`config.mk`:
```
export PLATFORM = sky130hd
export DESIGN_NAME = parking_occupancy
export DESIGN_NICKNAME = d
export VERILOG_FILES = /design/src/rtl/parking_pkg.sv /design/src/rtl/gate_sensor_fsm.sv /design/src/rtl/parking_occupancy.sv
export SDC_FILE = /design/constraint.sdc
export NUM_CORES = 1
export LEC_CHECK = 0
export ABC_AREA = 1
export CAP_MARGIN = 25
export CORE_ASPECT_RATIO = 0.8
export CORE_MARGIN = 4
export CORE_UTILIZATION = 30
export DETAILED_ROUTE_END_ITERATION = 12
export PLACE_DENSITY_LB_ADDON = 0.12
export SETUP_SLACK_MARGIN = 0.5
export SLEW_MARGIN = 10
export SYNTH_ARGS = -nofsm -noshare
export SYNTH_HDL_FRONTEND = slang
export SYNTH_SLANG_ARGS = --single-unit
```
`constraint.sdc`:
```
create_clock -name clk -period 3.9 [get_ports clk]
set_clock_uncertainty 0.15 [all_clocks]
set_input_delay 1.17 -clock clk [delete_from_list [all_inputs] [get_ports clk]]
set_output_delay 1.17 -clock clk [all_outputs]
set_load 0.05 [all_outputs]
```
`src/rtl/parking_pkg.sv`:
```
// Shared types and constants for the parking gate, occupancy, rush-hour and display blocks.
package parking_pkg;

   localparam int unsigned DEFAULT_CAPACITY = 3;

   typedef enum logic [2:0] {
      IDLE,
      ENT1,
      ENT2,
      ENT3,
      EXT1,
      EXT2,
      EXT3
   } gate_state_e;

   typedef struct packed {
      logic outer;
      logic inner;
   } sensor_pair_t;

endpackage : parking_pkg

```
`src/rtl/gate_sensor_fsm.sv`:
```
// Decodes complete car entries/exits from the two-beam gate sensor pair.
// Emits registered one-cycle enter_evt / exit_evt pulses.
module gate_sensor_fsm
   import parking_pkg::*;
(
   input  logic         clk,
   input  logic         reset,
   input  sensor_pair_t sensors,
   input  logic         clear,
   output logic         enter_evt,
   output logic         exit_evt
);

   gate_state_e state_q, state_d;
   logic        enter_evt_q, enter_evt_d;
   logic        exit_evt_q, exit_evt_d;

   always_ff @(posedge clk) begin
      if (!reset) begin
         state_q     <= IDLE;
         enter_evt_q <= 1'b0;
         exit_evt_q  <= 1'b0;
      end else begin
         state_q     <= state_d;
         enter_evt_q <= enter_evt_d;
         exit_evt_q  <= exit_evt_d;
      end
   end

   // Sensor patterns are {outer, inner}; exit states mirror entry states.
   always_comb begin
      state_d     = state_q;
      enter_evt_d = 1'b0;
      exit_evt_d  = 1'b0;
      if (clear) begin
         state_d = IDLE;
      end else begin
         case (state_q)
            IDLE: begin
               case (sensors)
                  2'b10:   state_d = ENT1;
                  2'b01:   state_d = EXT1;
                  default: state_d = IDLE;
               endcase
            end
            ENT1: begin
               case (sensors)
                  2'b11:   state_d = ENT2;
                  2'b10:   state_d = ENT1;
                  default: state_d = IDLE;
               endcase
            end
            ENT2: begin
               case (sensors)
                  2'b01:   state_d = ENT3;
                  2'b10:   state_d = ENT1;
                  2'b00:   state_d = IDLE;
                  default: state_d = ENT2;
               endcase
            end
            ENT3: begin
               case (sensors)
                  2'b00: begin
                     state_d     = IDLE;
                     enter_evt_d = 1'b1;
                  end
                  2'b11:   state_d = ENT2;
                  2'b10:   state_d = IDLE;
                  default: state_d = ENT3;
               endcase
            end
            EXT1: begin
               case (sensors)
                  2'b11:   state_d = EXT2;
                  2'b01:   state_d = EXT1;
                  default: state_d = IDLE;
               endcase
            end
            EXT2: begin
               case (sensors)
                  2'b10:   state_d = EXT3;
                  2'b01:   state_d = EXT1;
                  2'b00:   state_d = IDLE;
                  default: state_d = EXT2;
               endcase
            end
            EXT3: begin
               case (sensors)
                  2'b00: begin
                     state_d    = IDLE;
                     exit_evt_d = 1'b1;
                  end
                  2'b11:   state_d = EXT2;
                  2'b01:   state_d = IDLE;
                  default: state_d = EXT3;
               endcase
            end
            default: state_d = IDLE;
         endcase
      end
   end

   assign enter_evt = enter_evt_q;
   assign exit_evt  = exit_evt_q;

endmodule : gate_sensor_fsm

```
`src/rtl/parking_occupancy.sv`:
```
// Saturating parking occupancy counter with empty/full flags, event/error pulses
// and a daily entry total, fed by the gate sensor FSM.
module parking_occupancy
   import parking_pkg::*;
#(
   parameter int unsigned CAPACITY = DEFAULT_CAPACITY,
   parameter int unsigned CNT_W    = 4,
   parameter int unsigned TOT_W    = 8
) (
   input  logic             clk,
   input  logic             reset,
   input  logic             sensor_outer,
   input  logic             sensor_inner,
   input  logic             day_clear,
   output logic [CNT_W-1:0] occupancy,
   output logic             slot_empty,
   output logic             slot_full,
   output logic             car_entered,
   output logic             car_exited,
   output logic             overflow_err,
   output logic             underflow_err,
   output logic [TOT_W-1:0] total_entries
);

   localparam logic [CNT_W-1:0] CAP_C = CNT_W'(CAPACITY);
   localparam logic [TOT_W-1:0] TOT_MAX_C = {TOT_W{1'b1}};

   sensor_pair_t     sensors_c;
   logic             enter_evt;
   logic             exit_evt;

   logic [CNT_W-1:0] occupancy_q, occupancy_d;
   logic [TOT_W-1:0] total_q, total_d;
   logic             slot_empty_q, slot_empty_d;
   logic             slot_full_q, slot_full_d;
   logic             car_entered_q, car_entered_d;
   logic             car_exited_q, car_exited_d;
   logic             overflow_q, overflow_d;
   logic             underflow_q, underflow_d;

   assign sensors_c = {sensor_outer, sensor_inner};

   gate_sensor_fsm u_gate_fsm (
      .clk       (clk),
      .reset     (reset),
      .sensors   (sensors_c),
      .clear     (day_clear),
      .enter_evt (enter_evt),
      .exit_evt  (exit_evt)
   );

   always_ff @(posedge clk) begin
      if (!reset) begin
         occupancy_q   <= '0;
         total_q       <= '0;
         slot_empty_q  <= 1'b1;
         slot_full_q   <= 1'b0;
         car_entered_q <= 1'b0;
         car_exited_q  <= 1'b0;
         overflow_q    <= 1'b0;
         underflow_q   <= 1'b0;
      end else begin
         occupancy_q   <= occupancy_d;
         total_q       <= total_d;
         slot_empty_q  <= slot_empty_d;
         slot_full_q   <= slot_full_d;
         car_entered_q <= car_entered_d;
         car_exited_q  <= car_exited_d;
         overflow_q    <= overflow_d;
         underflow_q   <= underflow_d;
      end
   end

   // day_clear discards any event that lands in the same cycle.
   always_comb begin
      occupancy_d   = occupancy_q;
      total_d       = total_q;
      car_entered_d = 1'b0;
      car_exited_d  = 1'b0;
      overflow_d    = 1'b0;
      underflow_d   = 1'b0;
      if (day_clear) begin
         occupancy_d = '0;
         total_d     = '0;
      end else if (enter_evt) begin
         if (occupancy_q < CAP_C) begin
            occupancy_d   = occupancy_q + CNT_W'(1);
            car_entered_d = 1'b1;
            if (total_q != TOT_MAX_C) begin
               total_d = total_q + TOT_W'(1);
            end
         end else begin
            overflow_d = 1'b1;
         end
      end else if (exit_evt) begin
         if (occupancy_q != '0) begin
            occupancy_d  = occupancy_q - CNT_W'(1);
            car_exited_d = 1'b1;
         end else begin
            underflow_d = 1'b1;
         end
      end
      // Flags track the next registered occupancy so they change on the same edge.
      slot_empty_d = (occupancy_d == '0);
      slot_full_d  = (occupancy_d == CAP_C);
   end

   assign occupancy     = occupancy_q;
   assign total_entries = total_q;
   assign slot_empty    = slot_empty_q;
   assign slot_full     = slot_full_q;
   assign car_entered   = car_entered_q;
   assign car_exited    = car_exited_q;
   assign overflow_err  = overflow_q;
   assign underflow_err = underflow_q;

endmodule : parking_occupancy

```
==> results by group <==
Floorplan
  • I/O pin total: 23
  • Placement row count: 20
  • Die Y: 66.00 um
  • Core ar.: 3929 um2
  • Full die area: 5312 um2
  • DIE WIDTH: 80.49 um
  • Initial core utilization: 32.10%

Clocking
  • Worst-path clk slew: 0.08 ns
  • CTS tree: yes
  • Hold-fix buffers at CTS: 0
  • Total CTS buffers: 3
  • Postcts setup bufs: 0
  • CTS resizes: 0
  • H-tree depth: 1
  • CTS Buffer Depth: 2
  • CTS Root Cell: clkbuf_8
  • Skew-Pair Late Insertion Delay: 0.26 ns
  • CTS sink cnt: 23

Timing
  • Relative slew margins: 66.57%
  • Measured slew at the worst slew-check pin: 0.4999 ns
  • Final Hold Vio Count: 0
  • Final setup vio count: 0
  • Final worst-path cycle share: 73.37%
  • RSZ-0062 raised after global routing: no
  • Fin crit period: 2.861 ns
  • Final worst slack: 1.039 ns
  • Highest Clock Rate: 349.5 MHz
  • Fin. max-slew vios: 0
  • Final TNS setup: 0 ns

Place
  • HPWL Detailed: 2019 um
  • Placer Congestion: 0.8304
  • Area after DPL: 1545 um2
  • Pre-CTS setup slack: 1.160 ns
  • IO buf count: 22
  • Inst Count DP: 250

Final layout
  • Multi-input logic area: 684.4 um2
  • Most common cell after layout, fill and taps aside: nand2_1
  • # fillers: 394
  • Area Overhead vs Synth: 26.09%
  • N_diodes: 0
  • Register area: 460.4 um2
  • Nets: 214
  • Post-route cell area: 1590 um2
  • Fin cells: 254
  • Commonest non-fill, non-tap cells in the layout: 37 x nand2_1, 27 x inv_1, 23 x dfxtp_1
  • Layout cells sized above 1: 9.548%
  • Final cell utilization of the core: 40.48%

Hold path
  • Worst Hold Depth: 2
  • HP Class: reg2reg
  • Worst hold start: total_entries[3]
  • Hold Path End: total_entries[3]

Worst setup path
  • Endpoint type of the worst setup path: output port
  • Worst path slowest cell: clkdlybuf4s50_1
  • RR Startpoint: occupancy[0]
  • Worst Reg-to-Reg Cells: 9
  • Worst r2r dst: slot_empty
  • Slowest Stage Delay on Critical Path: 0.85 ns
  • Type of element launching the critical path: register
  • Crit-path cells: clkdlybuf4s50_1
  • Worst EP required: 2.58 ns
  • Worst Setup SP: occupancy[1]
  • R2R setup slack: 2.27 ns
  • Worst EP arrival: 1.54 ns
  • Family with the most delay on the worst path: buffers and inverters
  • Setup CP Type: reg2out
  • Count of buffer and inverter cells on the critical path: 1
  • Crit-path max FO: 6

Routing
  • DRT iter0 DRCs: 25
  • Final WL: 2585 um
  • ANT nets after route: 0
  • Mean routed wirelength per cell: 10.18 um
  • First-pass iteration count of the detailed router: 4
  • DR vias/cell: 4.465
  • DRC viols: 0
  • Routed via count: 1134

GRT
  • Global Route Usage Sum: 10.87%
  • Initial antenna violation count: 0
  • Vias in the first global route: 1040
  • Grt total ovfl: 0
  • Largest net degree at the start of global routing: 14
  • Global-route wire length before repair: 4567 um

Logic synthesis
  • Post-Synth Adder-Cell Area: 8.929%
  • Syn avg cell area: 7.248 um2
  • Post-synth cell types: 24
  • Synthesized area: 1261 um2
  • XOR/XNOR Fraction of Synth Area: 2.778%
  • Simple logic cell fraction of the synthesized area: 37.70%
  • Main combinational cell family by area after synthesis: simple AND/OR/NAND/NOR gates
  • Post-synthesis sequential area ratio: 36.51%
  • Post-synthesis mux area share: 0%
  • Yosys top cell by area: dfxtp_1
  • Post-Syn Nets: 188
  • Area share of the largest cell type after synthesis: 36.51%
  • Syn Inst Count: 174
  • Number of synthesized register bits: 23
  • Post-synthesis compound-gate area fraction: 4.861%
  • Ranking of synthesized cells by area: dfxtp_1 37%, nand2_1 11%, ha_1 8.9%
  • Synth warnings: 0

Run status
  • Status: finished, final reports clean

Pwr
  • Internal: 0.0003159 W
  • Logic pwr share: 5.0%
  • Power Density: 250.0 nW/um2
  • P_leak: 0.6898 nW
  • Sw frac: 20.53%
  • VDD IR max: 0.0001724 V
  • Clock power frac: 35.6%
  • Sequential share of power: 59.4%
  • Sw Pwr: 0.00008162 W

Flow run
  • Max Cap Viol: 0
## state kept, by name, indices dropped and copies added (netlist names)
register and flops:
u_gate_fsm.state_q 3, total_entries 8, occupancy 4, car_exited 1
slot_full 1, underflow_err 1, overflow_err 1, slot_empty 1
u_gate_fsm.exit_evt 1, car_entered 1, u_gate_fsm.enter_evt 1
## worst max path at each step
stage,end,slack (ns),cells past startpoint
finish,occupancy[1],1.04,1
floorplan,u_gate_fsm.state_q[1],1.87,6
CTS,occupancy[1],1.02,1
global route,occupancy[2],0.97,1
detailed placement,u_gate_fsm.state_q[1],1.16,7
global placement,u_gate_fsm.state_q[1],1.17,7
## power groups by stage
stage | combinational (W) | sequential (W) | clock (W)
after global placement | 0.0000194 | 0.000242 | 0
after CTS | 0.0000201 | 0.000236 | 0.000152
after detailed placement | 0.0000200 | 0.000242 | 0
final | 0.0000197 | 0.000236 | 0.000142
after global routing | 0.0000229 | 0.000236 | 0.000164
after floorplan | 0.0000118 | 0.000241 | 0
## through the flow
stage / total power (W) / hold slack, ns
after floorplan: 0.0002532 / 0.3250
after global placement: 0.0002610 / 0.3404
after detailed placement: 0.0002615 / 0.3414
after CTS: 0.0004086 / 0.3538
after global routing: 0.0004232 / 0.3934
final: 0.0003975 / 0.3551
## worst reg2reg max path, cell delays in order, from the launching register on
cell	delay (ns)
dfxtp_1	0.38
inv_1	0.12
ha_1	0.30
inv_1	0.09
nand4_1	0.09
nand2_1	0.08
nor2_1	0.05
nand2_1	0.12
nand3_1	0.10
nor2_1	0.10
## logic make-up after synthesis
group	count (synthesis)
flops	23
buf+inv	30
fa+ha+maj	9
simple gates	96
xor+xnor	4
compound gates	12
## cell type report
class,count,area share (%)
inverters,29,7.002
well taps,55,4.327
multi-input cells,121,43.04
clock buffers,4,2.832
flip-flops and latches,23,28.95
repair buffers,22,13.85
## cell usage after synthesis
cell and number:
nand4_1 5, o21ai_0 4, nor3_1 5, nand3b_1 1
inv_4 1, nor2_2 3, dfxtp_1 23, nor3_2 2
a31oi_1 1, nand2_1 37, nand2_4 1, buf_2 1
a21oi_1 7, nand3_2 2, nor3_4 1, inv_1 27
and3_1 1, nand2_2 4, xor2_1 4, nor2_4 1
ha_1 9, inv_2 1, nand3_1 16, nor2_1 17
## per-layer routing
layer,global-route usage (%),share of wire (%)
met5,0,0
met4,2.743,0.74
met3,3.678,6.7
met2,17.46,44
met1,13.93,48
No activity file was read; power rests on OpenSTA's default activity.
